<file path="config.mk">
export PLATFORM = sky130hd
export DESIGN_NAME = usr_rotate_ctrl
export DESIGN_NICKNAME = d
export VERILOG_FILES = /design/src/rtl/usr_rotate_ctrl.sv
export SDC_FILE = /design/constraint.sdc
export NUM_CORES = 1
export LEC_CHECK = 0
export BUFFER_PORTS_ARGS = -buffer_cell sky130_fd_sc_hd__buf_4
export CAP_MARGIN = 20
export CORE_UTILIZATION = 49
export CTS_CLUSTER_SIZE = 24
export DETAILED_ROUTE_END_ITERATION = 12
export PLACE_DENSITY_LB_ADDON = 0.25
export SYNTH_ARGS = -nofsm -noshare
export SYNTH_HDL_FRONTEND = slang
export SYNTH_SLANG_ARGS = --single-unit
</file>
<file path="constraint.sdc">
create_clock -name clk -period 2.9 [get_ports clk]
set_input_delay 0.58 -clock clk [delete_from_list [all_inputs] [get_ports clk]]
set_output_delay 0.58 -clock clk [all_outputs]
set_load 0.02 [all_outputs]
</file>
<file path="src/rtl/usr_rotate_ctrl.sv">
// rtl/usr_rotate_ctrl.sv - LOAD/CLEAR/ROTATE-N command sequencer driving a universal shift register
module usr_rotate_ctrl #(
  parameter int WIDTH = 4,
  parameter int CNT_W = 3
) (
  input  logic             clk,
  input  logic             clr,
  input  logic             cmd_valid,
  output logic             cmd_ready,
  input  logic [1:0]       cmd_op,
  input  logic [WIDTH-1:0] cmd_data,
  input  logic [CNT_W-1:0] cmd_count,
  output logic             usr_clr,
  output logic [1:0]       usr_sel,
  output logic [WIDTH-1:0] usr_parin,
  input  logic [WIDTH-1:0] usr_out,
  output logic             busy,
  output logic             done,
  output logic [WIDTH-1:0] result
);

  typedef enum logic [1:0] {
    S_IDLE = 2'b00,
    S_EXEC = 2'b01,
    S_DONE = 2'b10
  } state_t;

  localparam logic [1:0] OP_LOAD  = 2'b00;
  localparam logic [1:0] OP_ROTR  = 2'b01;
  localparam logic [1:0] OP_ROTL  = 2'b10;
  localparam logic [1:0] OP_CLEAR = 2'b11;

  state_t           state_q, state_d;
  logic [CNT_W-1:0] cnt_q, cnt_d;
  logic [1:0]       op_q, op_d;
  logic [WIDTH-1:0] data_q, data_d;
  logic [CNT_W-1:0] load_n;

  always_ff @(posedge clk or posedge clr) begin
    if (clr) begin
      state_q <= S_IDLE;
      cnt_q   <= '0;
      op_q    <= '0;
      data_q  <= '0;
    end else begin
      state_q <= state_d;
      cnt_q   <= cnt_d;
      op_q    <= op_d;
      data_q  <= data_d;
    end
  end

  // LOAD and CLEAR take a single USR update; rotates take one update per step
  assign load_n = (cmd_op == OP_ROTR || cmd_op == OP_ROTL) ? cmd_count : CNT_W'(1);

  always_comb begin
    state_d = state_q;
    cnt_d   = cnt_q;
    op_d    = op_q;
    data_d  = data_q;
    case (state_q)
      S_IDLE: begin
        if (cmd_valid) begin
          op_d    = cmd_op;
          data_d  = cmd_data;
          cnt_d   = load_n;
          state_d = (load_n == '0) ? S_DONE : S_EXEC;
        end
      end
      S_EXEC: begin
        cnt_d = cnt_q - CNT_W'(1);
        if (cnt_q == CNT_W'(1)) begin
          state_d = S_DONE;
        end
      end
      S_DONE:  state_d = S_IDLE;
      default: state_d = S_IDLE;
    endcase
  end

  always_comb begin
    cmd_ready = (state_q == S_IDLE);
    busy      = (state_q != S_IDLE);
    done      = (state_q == S_DONE);
    result    = usr_out;
    usr_clr   = clr;
    usr_sel   = 2'b00;
    usr_parin = '0;
    if (state_q == S_EXEC) begin
      // USR rotate modes act on parin, so rotates feed the current value back
      case (op_q)
        OP_LOAD: begin
          usr_sel   = 2'b11;
          usr_parin = data_q;
        end
        OP_ROTR: begin
          usr_sel   = 2'b01;
          usr_parin = usr_out;
        end
        OP_ROTL: begin
          usr_sel   = 2'b10;
          usr_parin = usr_out;
        end
        OP_CLEAR: usr_clr = 1'b1;
        default:  usr_sel = 2'b00;
      endcase
    end
  end

endmodule

</file>
== After elaboration in Yosys (flattened, before gate mapping) ==
Cells that the tools add are included.
W data, S select, Z words.

* Logic and storage cells: 38
* Bits in registers: 11
* Output and inout port bits: 14

* Reduce and logical (&&, ||, !) cells: 10
* Eq/ne operators: 10
* Muxes and demuxes: 13
* Add/subtract/negate cells: 1

{| class="wikitable"
|+ Operator list
! operator !! number
|-
| $eq A2 B2 Y1 const B || 4
|-
| $mux W2 || 4
|-
| $pmux W4 S2 || 1
|-
| $eq A2 B1 Y1 const B || 3
|-
| $mux W3 || 2
|-
| $pmux W2 S3 || 1
|-
| $pmux W3 S2 || 1
|-
| $reduce_and A2 Y1 || 3
|-
| $logic_not A2 Y1 || 2
|-
| $mux W4 || 1
|-
| $ne A2 B2 Y1 const B || 2
|-
| $pmux W2 S2 || 1
|-
| $reduce_bool A2 Y1 || 2
|-
| $eq A3 B1 Y1 const B || 1
|-
| $logic_not A3 Y1 || 1
|-
| $sub A3 B1 Y3 const B || 1
|-
| $mux W1 || 2
|-
| $reduce_or A2 Y1 || 1
|-
| $logic_or A1 B1 Y1 || 1
|}

== Logic depth before layout (Yosys ltp) ==
Gate-level depths: netlist of the first run.

* Depth after elaboration: 7
* Mapped depth: 5

== Worst setup path before layout of the first run ==
Ideal clock, no wire load.

* Path type: reg-to-output
* From: register op_q[0]
* To: output usr_parin[0]
* Data required time: 2.320 ns
* Setup slack: 1.147 ns
* Cell stages (with the launch flop): 4
* Arrival time: 1.173 ns
* Buffers on the path: 0
* Cells stage by stage: dfrtp_1 > ha_1 > or2_1 > nor2_1

* Cells in the longest elaborated chain, start to end: 4

{| class="wikitable"
|+ Ends and longest elaborated chain
! what !! line !! RTL
|-
| start: declaration || 35 || <nowiki>logic [1:0] op_q, op_d;</nowiki>
|-
| start signal: assignment || 48 || <nowiki>op_q <= op_d;</nowiki>
|-
| $eq A2 B2 Y1 / $eq A2 B1 Y1 (equally long branches) || 91 || <nowiki>case (op_q)</nowiki>
|-
| $reduce_or A2 Y1 (no source line) || - ||
|-
| $pmux W4 S2 (*) || 91 ||
|-
| $mux W4 (*) || 89 || <nowiki>if (state_q == S_EXEC) begin</nowiki>
|-
| end: declaration || 15 || <nowiki>output logic [WIDTH-1:0] usr_parin,</nowiki>
|}

Mark *: on every way between the ends. The rest lies on a longest branch, timed or not.

== Worst setup path after layout of the first run ==
* From: register state_q[1]
* To: output usr_parin[3]

* Cells in the longest elaborated chain, start to end: 2

{| class="wikitable"
|+ Ends and longest elaborated chain
! what !! line !! RTL
|-
| start: declaration || 33 || <nowiki>state_t state_q, state_d;</nowiki>
|-
| start signal: assignment || 46 || <nowiki>state_q <= state_d;</nowiki>
|-
| $eq A2 B1 Y1 || 89 ||
|-
| $mux W4 || 89 ||
|}

No other way between the ends.

==> summary.txt, run 1 <==
Outcome
  – Status: completed

STA
  – Slew @ Worst Pin: 0.424 ns
  – Max transition margin: 71.7%
  – Worst setup margin: 0.782 ns
  – Max-slew violations: 0
  – Setup TNS: 0 ns
  – Final Cycle Share: 73.0%
  – Setup repair after global routing missed its margin: false
  – Fmax: between 400 and 500 MHz
  – Setup Skew: about 0.007 ns
  – Setup violations, final: 0
  – Final Hold Violating Endpoints: 0
  – Period minus WS final: 2.12 ns

Logic synthesis
  – Yosys cell types: 25
  – Syn_area_per_cell: 10.1 sq um
  – Commonest cells in the netlist: nor2_1, dfrtp_1, inv_1
  – Post-Syn Area: between 600 and 700 sq um
  – Synth Instances: 69
  – Synth warnings: 0
  – Yosys top cell area share: a little under 40%
  – Most common cell in the netlist: nor2_1
  – EDFF count, synth: 0
  – Main synth FF type: dfrtp_1
  – Synth area leaders: dfrtp_1, ha_1, mux2_2
  – Synth async-reset ratio: 100%
  – Sequential share of the synthesized area: 39.4%
  – Yosys top cell by area: dfrtp_1
  – Seq cells post-synth: 11
  – Syn_nets: 91

Worst setup path
  – Critical R2R Launch: state_q[1]$_DFFE_PP0P_
  – Max FO, Critical Path: 6
  – Critical Path, Cell by Cell: nand2b_1, or2_1, nor2_1, buf_4
  – Worst reg2reg setup slack: 1.30 ns
  – WP data required: approximately 2.3 ns
  – Worst setup SP type: register
  – Critical path class: register to output port
  – Worst EP arrival: 1.54 ns
  – Max incr delay on CP: 0.41 ns
  – Critical Path End Type: output port
  – Worst R2R End: cnt_q[2]$_DFFE_PP0P_
  – Slowest cell on crit path: dfrtp_1
  – R2R cell count: 3

Routing
  – Wire per inst: 12.7 microns
  – DR vias/cell: 5.19
  – Final wirelength: 1420 microns
  – Initial DRT Pass Iterations: 4
  – Routed via count: 581
  – Drt drc: 0
  – Number of antenna-violating nets in the routed design: 0
  – Initial drt markers: 13

Placement
  – Dpl cells: 108
  – GP Congestion: between 0.6 and 0.7
  – Port bufs: 29
  – Post-DP HPWL: ~1100 microns
  – Pre-CTS setup slack: 1.06 ns

CTS
  – # hold bufs at CTS: 0
  – CTS tree: built
  – Sink Count: 11
  – Resize count post-CTS: 0
  – CTS HTree Levels: 1
  – Clk_lat worst skew: 0.27 ns
  – Maximum clock path buffer count: 2
  – Root buf cell: clkbuf_4
  – # Post-CTS Setup Buffers: 0
  – CTS buffer count: 3
  – Clock-pin slew on the worst setup and hold paths: 0.08 ns

Finish
  – Non-Filler Instances: about 110
  – Footprint of the multi-input gates: 355 sq um
  – Final core occ: 69.8%
  – Fraction of layout cells with a size suffix above 1: roughly two fifths
  – Filler cells: 113
  – Final net count: 120
  – Storage cell area: 275 sq um
  – Area Overhead vs Synth: 31.7%
  – Number of diodes: 0

Die
  – Initial Util: 53.0%
  – Area of the core: 1320 sq um
  – Die Footprint: 1580 sq um
  – Die X: 39.7 microns
  – Site row count: 13
  – Die Y: 39.7 microns
  – Ports: 30

Global route
  – Largest net degree at the start of global routing: 12
  – Grt ovf: 0
  – Initial antenna violation count: 0
  – GRT Util Overall: about a fifth
  – First-pass GRT wire length: 2240 microns
  – Vias in the first global route: 550

Worst hold path
  – Type of the worst min-delay path: input port to asynchronous set/reset pin

Run
  – Maximum Capacitance Violations: 0

Pwr
  – Power Dens Cells: 1110 nW/um^2
  – Worst VDD drop: 0.518 mV
  – Leakage: 0.482 nW
## registers in the layout (all words and copies together), names as in the netlist
signal and cells:
cnt_q 3, state_q 2, data_q 4, op_q 2
## report_power, final
part | total, mW | internal [mW] | switching, mW
Clock | 0.107 | 0.0532 | 0.0538
Combinational | 0.616 | 0.291 | 0.325
Sequential | 0.295 | 0.231 | 0.0638
## metal layers
layer  vias to the layer above  track usage, %  share of wire, %
li1                        289               -                 -
met4                         0            2.59                 0
met2                        19            36.9                49
met1                       273            27.4                46
met5                         -               0                 0
met3                         0            5.11               5.5
## through the flow
| stage | cell area, sq um | hold slack [ns] | power (mW) |
|---|---|---|---|
| after floorplan | 698 | 0.432 | 0.717 |
| after global placement | 893 | 0.492 | 0.891 |
| after detailed placement | 893 | 0.498 | 0.916 |
| after CTS | 920 | 0.329 | 1.02 |
| after global routing | 920 | 0.355 | 1.10 |
| final | 920 | 0.309 | 1.02 |
## worst max-delay path by stage
stage	slack, ns	cells past startpoint	from	end
global route	0.67	5	op_q[0]$_DFFE_PP0P_	usr_parin[1]
global placement	1.09	4	cmd_valid	cnt_q[2]$_DFFE_PP0P_
detailed placement	1.06	4	cmd_valid	cnt_q[2]$_DFFE_PP0P_
CTS	0.79	4	state_q[1]$_DFFE_PP0P_	usr_sel[1]
finish	0.78	4	state_q[1]$_DFFE_PP0P_	usr_parin[3]
floorplan	1.15	3	op_q[0]$_DFFE_PP0P_	usr_parin[0]
## final cells by class
cell class / instances / share of cell area (%)
clock buffers: 4 / 2.86
well taps: 15 / 2.04
repair buffers: 29 / 23.7
multi-input cells: 46 / 38.6
flip-flops and latches: 11 / 29.9
inverters: 7 / 2.86
## cells in the final DEF (no fill, tap or decap), types with 2 or more instances in the layout
cell type	instances
buf_4	29
nor2_1	12
dfrtp_1	11
inv_1	7
mux2_2	6
ha_1	6
a22oi_1	4
clkbuf_4	3
nand2b_1	2
## critical path, delay by kind of cell (launching register included)
kind                   cells  cell delay [ns]
AND/OR/NAND/NOR            3             0.70
buffers and inverters      1             0.15
flip-flops                 1             0.41
## logic make-up after synthesis
group | after synthesis | synth area share, %
adders and majority gates | 6 | 10.8
xor gates and xnor gates | 1 | 1.25
and+or+nand+nor | 22 | 16.5
AOI/OAI and AO/OA | 11 | 12.7
muxes | 6 | 9.68
DFF | 11 | 39.4
buffers and inverters | 12 | 9.68
Note: power is estimated with default switching activity, not from simulation.
==> inputs of run 2 (changes only) <==
--- a/config.mk
+++ b/config.mk
@@ -7,7 +7,8 @@
 export LEC_CHECK = 0
 export BUFFER_PORTS_ARGS = -buffer_cell sky130_fd_sc_hd__buf_4
 export CAP_MARGIN = 20
-export CORE_UTILIZATION = 49
+export CORE_ASPECT_RATIO = 0.9
+export CORE_UTILIZATION = 41
 export CTS_CLUSTER_SIZE = 24
 export DETAILED_ROUTE_END_ITERATION = 12
 export PLACE_DENSITY_LB_ADDON = 0.25
==> constraint.sdc (replaced) <==
create_clock -name clk -period 1.8 [get_ports clk]
set_input_delay 0.36 -clock clk [delete_from_list [all_inputs] [get_ports clk]]
set_output_delay 0.36 -clock clk [all_outputs]
set_load 0.02 [all_outputs]
==> summary.txt, run 2 (synthesized netlist as in run 1, its figures left out) <==
Worst setup path
  – Worst EP arrival: 1.43 ns (-0.11 ns)
  – Worst R2R End: op_q[0]$_DFFE_PP0P_
  – Buf/Inv on CP: 1 (unchanged)
  – Critical Path Sink: usr_parin[1]
  – WP depth: 4 (unchanged)
  – Critical Path End Type: output port
  – Crit. Startpoint: op_q[1]$_DFFE_PP0P_
  – Max incr delay on CP: 0.43 ns (+0.02 ns)
  – Slowest cell on crit path: dfrtp_1
  – Critical path class: register to output port
  – WP data required: 1.44 ns (-0.88 ns)
  – Critical Path, Cell by Cell: ha_2, or2_4, nor2_1, buf_4
  – R2R cell count: 4 (+1)
  – Max FO, Critical Path: 5 (-1)
  – Cell family with most CP delay: flip-flops
  – Worst setup SP type: register
  – Critical R2R Launch: state_q[1]$_DFFE_PP0P_
  – Worst reg2reg setup slack: 0.24 ns (-1.06 ns)

Finish
  – Final core occ: 67.4% (-2.4 points)
  – Fraction of layout cells with a size suffix above 1: 54.4% (+13 points)
  – Reg with most FFs: data_q
  – Most frequent cells in the layout: buf_4, dfrtp_1, nor2_1
  – Filler cells: 124 (+9.7%)
  – Footprint of the multi-input gates: 393 sq um (+11%)
  – Number of diodes: 0 (unchanged)
  – Largest registers: data_q (4), cnt_q (3)
  – Area Overhead vs Synth: 46.1%
  – Most common cell after layout, fill and taps aside: buf_4
  – Storage cell area: 275 sq um (unchanged)
  – Final net count: 126 (+5.0%)
  – Max FFs per register: 4 (unchanged)

Placement
  – GP Congestion: 0.742 (+13%)
  – Post-DP HPWL: 1180 microns (+5.7%)
  – Port bufs: 29 (unchanged)

CTS
  – Sink Count: 11 (unchanged)
  – Maximum clock path buffer count: 2 (unchanged)
  – Clk_lat worst skew: 0.27 ns (about the same)
  – CTS tree: built
  – CTS HTree Levels: 1 (unchanged)
  – CTS buffer count: 3 (unchanged)
  – # hold bufs at CTS: 0 (unchanged)
  – Clock-pin slew on the worst setup and hold paths: 0.07 ns (about the same)
  – Root buf cell: clkbuf_4

Die
  – Ports: 30 (unchanged)
  – Die X: 45.5 microns (+14%)
  – Site row count: 13 (unchanged)
  – Die Footprint: 1870 sq um (+18%)
  – Die Y: 41.1 microns (+3.5%)
  – Initial Util: 46.2% (-6.8 points)
  – Area of the core: 1510 sq um (+15%)

Global route
  – Met1 GRT Util: 22.1% (-5.3 points)
  – Grt ovf: 0 (unchanged)
  – Initial antenna violation count: 0 (unchanged)
  – GRT Max-Usage Layer: met2
  – Largest net degree at the start of global routing: 12 (unchanged)
  – Vias in the first global route: 550 (unchanged)
  – First-pass GRT wire length: 2360 microns (+5.5%)
  – Grt met3 use: 7.93% (+2.8 points)
  – GRT Util Overall: 19.5% (-1.8 points)
  – GR Util met2: 33.6% (-3.3 points)

Outcome
  – Status: completed

Pwr
  – Leakage: 0.514 nW (+6.6%)
  – Total power: 1.89 mW (+86%)
  – Worst VDD drop: 1.01 mV (+95%)
  – Power Dens Cells: 1860 nW/um^2 (+68%)

Routing
  – Number of antenna-violating nets in the routed design: 0 (unchanged)
  – Initial drt markers: 6 (-7)
  – Drt drc: 0 (unchanged)
  – Routed via count: 611 (+5.2%)
  – Wire per inst: 12.4 microns (-2.1%)
  – Initial DRT Pass Iterations: 4 (unchanged)
  – DR vias/cell: 4.89 (-5.8%)
  – Final wirelength: 1550 microns (+9.2%)

Worst hold path
  – Type of the worst min-delay path: input port to asynchronous set/reset pin

STA
  – Hold_ws: 0.0905 ns (-0.219 ns)
  – Final Cycle Share: 99.7%
  – Fmax: 558 MHz
  – Setup Skew: 0.00491 ns (-0.00202 ns)
  – Setup violations, final: 0 (unchanged)
  – Slew @ Worst Pin: 0.432 ns (+0.00781 ns)
  – Final Hold Violating Endpoints: 0 (unchanged)
  – Period minus WS final: 1.79 ns
  – Setup repair after global routing missed its margin: true
  – Max transition margin: 71.2% (-0.52 points)
  – Max-slew violations: 0 (unchanged)

Run
  – Maximum Capacitance Violations: 0 (unchanged)
[run 2: cell types whose count changed in the layout (fill, tap and decap cells not counted), sizes merged]
cell    change
buf         +6
clkinv      +1
clkbuf      -1
[run 2: metrics by stage]
stage / setup WS [ns] / std cells / area (sq um) / TNS (ns)
detailed placement: 0.255 / 117 / 917 / 0
floorplan: 0.267 / 69 / 698 / 0
finish: 0.00629 / 125 / 1020 / 0
global route: -0.0546 / 125 / 1020 / -0.223
global placement: 0.256 / 117 / 917 / 0
CTS: 0.00392 / 123 / 977 / 0
[run 2: timing repair]
action                                 CTS  global route
gates resized for setup                  3             9
endpoints found under the hold margin    0             0
setup endpoints to repair                5             6
pin swaps                                0             2
buffers inserted                         2             2
[run 2: cell type report]
cell class,instances,area share (%)
clock inverters,1,0.491
flip-flops and latches,11,27.0
well taps,22,2.70
repair buffers,35,26.5
inverters,7,2.58
clock buffers,3,2.21
multi-input cells,46,38.5
[run 2: metal layers]
layer | part of all wire (%) | wire (microns)
met5 | 0 | 0
met4 | 0.39 | 6
met3 | 6.0 | 93
met2 | 49 | 767
met1 | 44 | 686
[run 2: worst min path at each step]
| stage | start | end | slack [ns] | cells after the start |
|---|---|---|---|---|
| detailed placement | clr | data_q[0]$_DFFE_PP0P_ | 0.39 | 2 |
| CTS | clr | op_q[0]$_DFFE_PP0P_ | 0.09 | 2 |
| floorplan | clr | cnt_q[0]$_DFFE_PP0P_ | 0.21 | 1 |
| global route | clr | op_q[0]$_DFFE_PP0P_ | 0.11 | 2 |
| global placement | clr | data_q[0]$_DFFE_PP0P_ | 0.40 | 2 |
| finish | clr | cnt_q[2]$_DFFE_PP0P_ | 0.09 | 2 |
[run 2: where the power goes]
group | switching, mW | leakage (nW) | internal [mW]
clock network | 0.0848 | 0.0177 | 0.0824
registers | 0.101 | 0.132 | 0.373
logic | 0.608 | 0.364 | 0.643
